### src/rtl/lsu_pkg.sv
// -----------------------------------------------------------------------------
// lsu_pkg
// Shared definitions for the load/store unit:
//   lsu_op_e     operation encoding presented on the request port
//   lsu_state_e  FSM state encoding (also visible on the debug state port)
//   is_load / is_subword / is_misaligned  op classification helpers
// Configuration macro: LSU_MISALIGN_TRAP_EN adds the S_ERR state.
// -----------------------------------------------------------------------------
package lsu_pkg;

  typedef enum logic [2:0] {
    OP_LW  = 3'd0,
    OP_LH  = 3'd1,
    OP_LHU = 3'd2,
    OP_LB  = 3'd3,
    OP_LBU = 3'd4,
    OP_SW  = 3'd5,
    OP_SH  = 3'd6,
    OP_SB  = 3'd7
  } lsu_op_e;

  typedef enum logic [2:0] {
    S_IDLE  = 3'd0,
    S_READ  = 3'd1,
    S_WAIT  = 3'd2,
    S_WRITE = 3'd3,
    S_DONE  = 3'd4
`ifdef LSU_MISALIGN_TRAP_EN
    , S_ERR = 3'd5
`endif
  } lsu_state_e;

  function automatic logic is_load(input lsu_op_e op);
    return (op == OP_LW) || (op == OP_LH) || (op == OP_LHU) ||
           (op == OP_LB) || (op == OP_LBU);
  endfunction

  // Sub-word stores need the old word first (read-modify-write).
  function automatic logic is_subword(input lsu_op_e op);
    return (op == OP_SH) || (op == OP_SB);
  endfunction

  // Word ops need addr[1:0]==0, halfword ops need addr[0]==0; bytes never trap.
  function automatic logic is_misaligned(input lsu_op_e op, input logic [1:0] off);
    logic bad;
    bad = 1'b0;
    case (op)
      OP_LW, OP_SW:          bad = (off != 2'b00);
      OP_LH, OP_LHU, OP_SH:  bad = off[0];
      default:               bad = 1'b0;
    endcase
    return bad;
  endfunction

endpackage

### src/rtl/lsu_byte_lane.sv
// -----------------------------------------------------------------------------
// lsu_byte_lane
// Combinational lane steering for the load/store unit (little-endian lanes).
//   word_i    32-bit word read from memory
//   off_i     byte offset addr[1:0]
//   op_i      operation
//   store_i   store operand (SB uses [7:0], SH uses [15:0])
//   load_o    sign/zero-extended load result
//   merged_o  write word: store_i for SW, word_i with addressed lanes replaced
//             for SH/SB
// -----------------------------------------------------------------------------
module lsu_byte_lane
  import lsu_pkg::*;
(
  input  logic [31:0] word_i,
  input  logic [1:0]  off_i,
  input  lsu_op_e     op_i,
  input  logic [31:0] store_i,
  output logic [31:0] load_o,
  output logic [31:0] merged_o
);

  logic [7:0]  byte_sel;
  logic [15:0] half_sel;

  always_comb begin
    byte_sel = word_i[{off_i, 3'b000} +: 8];
    half_sel = off_i[1] ? word_i[31:16] : word_i[15:0];

    load_o = word_i;
    case (op_i)
      OP_LH:   load_o = {{16{half_sel[15]}}, half_sel};
      OP_LHU:  load_o = {16'h0000, half_sel};
      OP_LB:   load_o = {{24{byte_sel[7]}}, byte_sel};
      OP_LBU:  load_o = {24'h000000, byte_sel};
      default: load_o = word_i;
    endcase

    merged_o = word_i;
    case (op_i)
      OP_SW: merged_o = store_i;
      OP_SH: begin
        if (off_i[1]) merged_o[31:16] = store_i[15:0];
        else          merged_o[15:0]  = store_i[15:0];
      end
      OP_SB:   merged_o[{off_i, 3'b000} +: 8] = store_i[7:0];
      default: merged_o = word_i;
    endcase
  end

endmodule

### src/rtl/load_store_unit.sv
// -----------------------------------------------------------------------------
// load_store_unit
// Memory-side stage between the multicycle datapath and DataMemory. Accepts
// one load/store at a time, issues word-aligned accesses, does
// read-modify-write for SH/SB, and holds the extended load result.
//
// Ports:
//   clock, reset_n        clock; synchronous active-low reset
//   start, op, addr,      request (accepted only while ready=1)
//   store_data
//   ready, done, err      ready in IDLE; one-cycle done; err valid with done
//   load_data             extended load result, held until the next load
//   mem_*                 DataMemory interface (read data valid the cycle
//                         after mem_read is first asserted)
//   dbg_state             current FSM state (lsu_state_e encoding)
//
// Handshake: a request is taken on a rising edge where start=1 and ready=1;
// op/addr/store_data are don't-care afterwards. Exactly one done pulse
// follows each accepted request, and ready returns the cycle after done.
//
// Configuration macro: LSU_MISALIGN_TRAP_EN -- misaligned word/halfword
// requests complete with err=1 and no memory access. Undefined: err is 0
// and the low address bits not relevant to the access size are ignored.
// -----------------------------------------------------------------------------
module load_store_unit
  import lsu_pkg::*;
#(
  parameter int ADDR_WIDTH = 32
) (
  input  logic                  clock,
  input  logic                  reset_n,
  input  logic                  start,
  input  logic [2:0]            op,
  input  logic [ADDR_WIDTH-1:0] addr,
  input  logic [31:0]           store_data,
  output logic                  ready,
  output logic                  done,
  output logic                  err,
  output logic [31:0]           load_data,
  output logic [ADDR_WIDTH-1:0] mem_address,
  output logic [31:0]           mem_write_data,
  output logic                  mem_read,
  output logic                  mem_write,
  input  logic [31:0]           mem_read_data,
  output logic [2:0]            dbg_state
);

  lsu_state_e            state_q, state_d;
  lsu_op_e               op_q;
  lsu_op_e               op_in;
  logic [ADDR_WIDTH-1:0] addr_q;
  logic [31:0]           sdata_q;
  logic [31:0]           word_q;
  logic [31:0]           load_data_q;
  logic                  accept;
  logic [31:0]           lane_word;
  logic [31:0]           lane_load;
  logic [31:0]           lane_merged;

  assign op_in  = lsu_op_e'(op);
  assign accept = (state_q == S_IDLE) && start;

`ifdef LSU_MISALIGN_TRAP_EN
  logic misaligned;
  logic err_q;
  assign misaligned = is_misaligned(op_in, addr[1:0]);
`endif

  // ---------------------------------------------------------------------------
  // Next-state logic
  // ---------------------------------------------------------------------------
  always_comb begin
    state_d = state_q;
    case (state_q)
      S_IDLE: begin
        if (start) begin
          if (op_in == OP_SW) state_d = S_WRITE;
          else                state_d = S_READ;
`ifdef LSU_MISALIGN_TRAP_EN
          if (misaligned) state_d = S_ERR;
`endif
        end
      end
      S_READ:  state_d = S_WAIT;
      S_WAIT:  state_d = is_load(op_q) ? S_DONE : S_WRITE;
      S_WRITE: state_d = S_DONE;
`ifdef LSU_MISALIGN_TRAP_EN
      S_ERR:   state_d = S_DONE;
`endif
      S_DONE:  state_d = S_IDLE;
      default: state_d = S_IDLE;
    endcase
  end

  // ---------------------------------------------------------------------------
  // State and datapath registers
  // ---------------------------------------------------------------------------
  always_ff @(posedge clock) begin
    if (!reset_n) begin
      state_q     <= S_IDLE;
      op_q        <= OP_LW;
      addr_q      <= '0;
      sdata_q     <= '0;
      word_q      <= '0;
      load_data_q <= '0;
    end else begin
      state_q <= state_d;
      if (accept) begin
        op_q    <= op_in;
        addr_q  <= addr;
        sdata_q <= store_data;
      end
      // Read data is live during WAIT: extend it straight into load_data and
      // keep the raw word for the merge in WRITE.
      if (state_q == S_WAIT) begin
        word_q <= mem_read_data;
        if (is_load(op_q)) load_data_q <= lane_load;
      end
    end
  end

`ifdef LSU_MISALIGN_TRAP_EN
  always_ff @(posedge clock) begin
    if (!reset_n) begin
      err_q <= 1'b0;
    end else if (accept) begin
      err_q <= misaligned;
    end
  end
  assign err = (state_q == S_DONE) && err_q;
`else
  assign err = 1'b0;
`endif

  // ---------------------------------------------------------------------------
  // Lane steering
  // ---------------------------------------------------------------------------
  assign lane_word = (state_q == S_WAIT) ? mem_read_data : word_q;

  lsu_byte_lane u_lane (
    .word_i   (lane_word),
    .off_i    (addr_q[1:0]),
    .op_i     (op_q),
    .store_i  (sdata_q),
    .load_o   (lane_load),
    .merged_o (lane_merged)
  );

  // ---------------------------------------------------------------------------
  // Outputs
  // ---------------------------------------------------------------------------
  assign ready     = (state_q == S_IDLE);
  assign done      = (state_q == S_DONE);
  assign load_data = load_data_q;
  assign mem_read  = (state_q == S_READ) || (state_q == S_WAIT);
  assign mem_write = (state_q == S_WRITE);
  assign dbg_state = state_q;

  // Address and write data are only driven during an access; otherwise 0.
  assign mem_address    = (mem_read || mem_write) ?
                          {addr_q[ADDR_WIDTH-1:2], 2'b00} : '0;
  assign mem_write_data = mem_write ? lane_merged : 32'h0;

endmodule

### config.mk
export PLATFORM = sky130hd
export DESIGN_NAME = load_store_unit
export DESIGN_NICKNAME = d
export VERILOG_FILES = /design/src/rtl/lsu_pkg.sv /design/src/rtl/lsu_byte_lane.sv /design/src/rtl/load_store_unit.sv
export SDC_FILE = /design/constraint.sdc
export NUM_CORES = 1
export LEC_CHECK = 0
export CORE_UTILIZATION = 40
export DETAILED_ROUTE_END_ITERATION = 16
export PLACE_DENSITY = 0.72
export SLEW_MARGIN = 25
export SYNTH_ARGS = -nofsm -noshare
export SYNTH_HDL_FRONTEND = slang
export SYNTH_SLANG_ARGS = --single-unit
### constraint.sdc
create_clock -name clock -period 3.1 [get_ports clock]
set_input_delay 0.93 -clock clock [delete_from_list [all_inputs] [get_ports clock]]
set_output_delay 0.93 -clock clock [all_outputs]
set_load 0.02 [all_outputs]
* Word-level counts from Yosys, hierarchy flattened
Index checks and enable logic that the tools add are counted.
** Storage, ports and cells
- Bits in latches :: 0
- ROM bits :: 0
- Memories kept :: 0
- Output and inout port bits :: 104
- Register bits :: 134
- Memory bits (writable) :: 0
- Input bits :: 102
- Logic and storage cells :: 46
** Cells by class
- Eq/ne operators :: 13
- $lt $le $gt $ge :: 0
- Shift-type cells :: 3
- Reduce and logical (&&, ||, !) cells :: 10
- Divide/modulo/power cells :: 0
- Bitwise operators :: 0
- Add/sub/neg operators :: 1
- Multiplexer cells :: 13
- Multipliers :: 0
** Operators by type and width (number)
- 32-bit one-hot mux with 4 select lines :: 1
- 32-bit two-way mux :: 3
- 32-bit one-hot mux with 3 select lines :: 1
- 16-bit two-way mux :: 3
- 32-bit bitwise mux :: 1
- 8-bit by 7-bit variable shift with 32-bit output, first input constant :: 1
- 32-bit by 6-bit variable part select with 8-bit output :: 1
- 8-bit by 7-bit variable part select with 32-bit output :: 1
- 3-bit equality test, second input constant :: 6
- 3-bit by 2-bit equality test with 1-bit output, second input constant :: 4
- 3-bit one-hot mux with 4 select lines :: 1
- 5-bit negator with 7-bit output :: 1
- 3-bit by 1-bit equality test with 1-bit output, second input constant :: 2
- 3-bit logical NOT :: 2
- 1-bit logical OR :: 6
- 3-bit two-way mux :: 2
- 2-bit two-way mux :: 1
- 2-bit inequality test, second input constant :: 1
- 2-bit AND reduction :: 1
- 1-bit logical AND :: 1

* Longest topological paths before layout
Gate-level depths: netlist of run 1.
- Word-level depth :: 7
- Mapped depth :: 10
- Depth with buffers taken out :: 7

* By module
A second synthesis of run 1 with hierarchy kept.
** Unflattened totals
- Cells, all modules :: 853
- Area total of the unflattened synthesis :: 7240.7 µm²
** By module, submodules not included
- load_store_unit :: seq. area each 2682.6 µm², times used 1, cells an instance 638, area an instance 5621.6 µm²
- lsu_byte_lane :: seq. area each 0.0 µm², times used 1, cells an instance 215, area an instance 1619.1 µm²

* Worst setup path after synthesis of run 1
No wires, ideal clock.
- Path kind :: register to output
- From :: reg addr_q[1]
- To :: out mem_write_data[15]
- Arrival time :: 2534 ps
- Path buffers :: 3
- Required time :: 2170 ps
- Path slack :: -364 ps
- Cell stages (with the launch flop) :: 11
- Cell sequence :: dfxtp_1 > buf_6 > clkbuf_1 > inv_1 > clkbuf_1 > ha_1 > nand2_1 > nor4b_2 > a22o_1 > a22oi_1 > nor2_1
** Between the ends
- Longest elaborated chain between the ends :: 5
- Elaborated cells on any way between the ends :: 7
- Classes of those cells :: add/sub (1); shift (2); mux (4)
** RTL lines
- from (decl) :: RTL line load_store_unit.sv:51 : logic [ADDR_WIDTH-1:0] addr_q;
- from (signal assigned) :: RTL line load_store_unit.sv:110 : addr_q <= addr;
- 5-bit negator with 7-bit output :: RTL line lsu_byte_lane.sv:46 : OP_SB: merged_o[{off_i, 3'b000} +: 8] = store_i[7:0];
- 8-bit by 7-bit variable part select with 32-bit output or 8-bit by 7-bit variable shift with 32-bit output (tied branches) :: RTL line lsu_byte_lane.sv:46
- 32-bit bitwise mux :: RTL line lsu_byte_lane.sv:46
- 32-bit one-hot mux with 3 select lines (*) :: RTL line lsu_byte_lane.sv:40 : case (op_i)
- 32-bit two-way mux (*) :: RTL line load_store_unit.sv:162 : assign mem_write_data = mem_write ? lane_merged : 32'h0;
- to (decl) :: RTL line load_store_unit.sv:41 : output logic [31:0] mem_write_data,
Mark *: on every way between the ends. The rest lies on a longest branch, timed or not.

* Worst setup path in the final report of run 1
- From :: in mem_read_data[18]
- To :: out mem_write_data[18]
** Between the ends
- Longest elaborated chain between the ends :: 4
- Elaborated cells on any way between the ends :: 5
- Classes of those cells :: mux (5)
** RTL lines
- from (decl) :: RTL line load_store_unit.sv:44 : input logic [31:0] mem_read_data,
- 32-bit two-way mux (*)
- 32-bit bitwise mux or 16-bit two-way mux (tied branches) :: RTL line lsu_byte_lane.sv:46, lsu_byte_lane.sv:43
- 32-bit one-hot mux with 3 select lines (*) :: RTL line lsu_byte_lane.sv:40
- 32-bit two-way mux (*) :: RTL line load_store_unit.sv:162
Marks and branches as above.

==> results.md, run 1 <==
- The run finished, with violations left.
- The final reports fail on setup timing.
- In the synthesized netlist the async set-or-reset flop fraction comes to 0%.
- Measured against its own limit, the worst slew margin works out to 50.1%.
- The worst voltage drop across the vdd grid is 0.447 mV.
- The via count of the first global-routing pass came to 6,556.
- Timing would allow up to 314 MHz.
- Dividing the detail-routed wire length by the instance count gives 16.9 um.
- In the layout the commonest cells are 154 x nand2_1, 135 x clkdlybuf4s50_1, 126 x dfxtp_1.
- The area of all placed cells without fillers is 0.0107 mm2.
- After detailed routing, the total wire length is 22,600 um.
- Yosys printed 0 warnings.
- The worst-path maximum fanout is 3.
- At the worst endpoint, the required time is 2.17 ns.
- The remaining design rule violation count is 0.
- The clock passes through at most 2 buffers.
- Combinational logic burns 25.8% of the power.
- The most instantiated flip-flop cell in the synthesis netlist is dfxtp_1.
- The H-tree depth is 4.
- The setup total negative slack is -0.404 ns.
- The critical path goes through clkdlybuf4s50_1 > mux2i_2 > o2bb2ai_1 > a221oi_1 > nor2_1 > buf_4.
- The TritonCTS clock tree is yes.
- The clock transition at the registers of the reported paths is 0.06 ns.
- The number of diodes is 0.
- The cell count after placement is 1,289.
- In the global route stage, overall resource usage came out at 25.1%.
- The initial antenna violation count is 0.
- The post-route worst setup slack is -0.0856 ns.
- At the placement stage, the worst setup path has a slack of -0.599 ns.
- Setup repair after global routing could not meet its margin everywhere.
- The relative contribution of sequential cells to total power is 36.8%.
- The die covers 0.0179 mm2.
- Row generation in the floorplan step produced 47 rows.
- The average size of a mapped cell is 8.06 um2.
- Summed over all nets, the switching power comes to 1.69 mW.
- The remaining antenna violation count is 0.
- The number of distinct library cells after synthesis is 50.
- The share of layout cells above drive strength 1 is 22.4%.
- The via density per instance is 5.23.
- The root buffer cell is clkbuf_16.
- STA classifies the critical path endpoint as an output pin.
- The global-route wire length before repair is 35,000 um.
- Cell internal power was estimated by the tool at 3.68 mW.
- Across all layers, the routed design uses 7,006 vias.
- The post-detailed-placement half-perimeter wirelength is 15,600 um.
- The completed layout was analyzed and its total power is 5.38 mW.
- Dividing the final minimum period by the clock period gives 103%.
- From left edge to right edge, the die measures 134 um.
- The area growth from synthesis to layout is 54.5%.
- At the end of the flow, the number of nets in the layout was 1,214.
- The total CTS buffers is 17.
- The cell area after placement is 0.00959 mm2.
- Of all cell types, the one taking the most synthesized area is dfxtp_1.
- For this run the aggregate overflow at the end of global routing stands at 0.
- The most frequent standard cell in the layout excluding fill and tap cells is nand2_1.
- The hold buffer count at CTS is 0.
- The proportion of synthesized chip area in sequential cells is 38.6%.
- The final-report max-slew violation count is 0.
- The later pin in the worst-skew pair is clocked with a latency of 0.43 ns.
- The clock period minus worst slack is 3.19 ns.
- The first detailed-routing pass took 5 iterations.
- The TritonCTS sink count is 134.
- The class of the most critical setup path is input port to output pin.
- Dividing total power by cell area gives a power density of 501 mW/mm2.
- The layout has 1,440 filler cells.
- The area of the placeable core is 0.0168 mm2.
- The final number of hold-violating endpoints is 0.
- The floorplan step set the die height to 134 um.
- The worst min-delay path class is register to register.
- The setup clock skew after layout is 0.00872 ns.
- The startpoint identified for the worst hold timing path is addr_q[16].
- The largest incremental delay on the critical path is 0.43 ns.
- The largest individual stage delay along the critical path comes from the cell clkdlybuf4s50_1.
- Ranked by total cell area, the synthesized netlist is headed by dfxtp_1 39%, nand2_1 8.5%, a21boi_0 7.6%.
- The worst path arrival time is 2.26 ns.
- The worst slack on hold paths is 0.456 ns.
- The clock network fraction of total power is 37.4%.
- STA classifies the critical path startpoint as an input port.
- The count of buffers added on input and output ports is 202.
- The cell area after synthesis is 0.00695 mm2.
- In this run the critical register-to-register path is launched from addr_q[1].
- For this configuration, the core starts out at a cell density of 41.4%.
- Setup violations remaining at the end of the flow were counted as 11.
- The fraction of post-synthesis cell area in the top cell type by area is 38.6%.
- The analysis attributes to cell leakage a power of 4.64 nW.
- Max-cap violations in this run came to 0.
- After the flow finishes, the layout carries non-filler instances totaling 1,340.
- The number of synthesized flops with an enable pin is 0.
- For the pin with the worst max-slew slack, the measured transition is 0.749 ns.
- The switching share of power is 31.5%.
- The number of top-level pins is 206.
- The congestion estimate from routability-driven global placement came to 0.872.
- The iteration-0 DRC count of the detailed router is 503.
- The number of storage elements in the synthesis netlist is 134.
- The largest net degree at the start of global routing is 84.
- The critical path starts at mem_read_data[18].
- The gate count after technology mapping is 862.
- The final core area utilization is 64.0%.
cells by family (layout without fill, tap and decap cells):
group	Yosys count	in the layout	share of synthesized area [%]
adder cells (fa/ha/maj)	5	5	0.901
flip-flops	134	134	38.6
XOR/XNOR	2	2	0.252
multiplexers	54	54	8.29
AND/OR/NAND/NOR	353	353	23.5
buffers and inverters	94	350	6.02
AO/OA/AOI/OAI	219	219	22.4
other	1	3	0.0540
critical path: cells and delay by family:
family,cells,cell delay (ns)
buf+inv,2,0.61
simple gates,1,0.10
mux,1,0.25
compound gates,2,0.36
flip-flops by register name, indices dropped and copies added, names as in the netlist:
signal	cells
addr_q	32
dbg_state	3
load_data	32
word_q	32
op_q	3
sdata_q	32
what timing repair did:
item / in CTS / in global routing
pin swaps: 12 / 27
endpoints found under the hold margin: 0 / 0
endpoints found under the setup margin: 33 / 58
buffers inserted: 11 / 9
resized for setup: 189 / 94
gates cloned: 1 / 0
synth_stat cells (all sizes together), types with 3 or more instances:
library cell and instances:
dfxtp 134, a2bb2oi 8, o21ai 46, mux2 8, nand2b 4, and2 41, ha 5, a22oi 15
buf 29, inv 20, nor3 29, nor4b 3, a22o 24, o2bb2ai 8, mux2i 44, a21boi 70
nor3b 3, o22ai 9, nand2 157, clkbuf 45, a21oi 16, nor2 79, nor2b 28, o21a 3
a221oi 13
layer usage:
layer / vias to the layer above / track usage (%) / part of all wire, %
met2: 252 / 40.1 / 47
li1: 3445 / - / -
met4: 0 / 11.2 / 2.5
met5: - / 0 / 0
met1: 3271 / 33.4 / 45
met3: 38 / 3.67 / 5.8
final cells by class:
class / instances / area [um2] / area share, %
multi-input cells: 636 / 4260 / 39.7
flip-flops and latches: 134 / 2690 / 25.1
well taps: 220 / 275 / 2.57
inverters: 20 / 80.1 / 0.746
clock inverters: 15 / 156 / 1.46
clock buffers: 17 / 425 / 3.96
repair buffers: 298 / 2850 / 26.5
power groups by stage:
stage	Clock [mW]	Sequential, mW	Combinational, mW
6_report	2.01	1.98	1.39
5_1_grt	2.12	1.99	1.49
4_1_cts	2.04	1.97	1.34
3_5_place_dp	0	2.00	1.25
3_3_place_gp	0	2.00	1.24
2_1_floorplan	0	2.02	0.655
worst paths after layout:
path	endpoint	slack, ns	depth (start not counted)
worst max-delay path	mem_write_data[18]	-0.09	6
worst min register to register	addr_q[16]	0.46	2
worst min-delay path	addr_q[16]	0.46	2
worst max register to register	load_data[23]	0.98	8
Note: power is estimated with default switching activity, not from simulation.
==> run 2: changes to the inputs <==
ABC_CLOCK_PERIOD_IN_PS = 3100   (was not set)
==> results of run 2 <==
No change in the layout: final DEF, timing and power equal those of run 1.
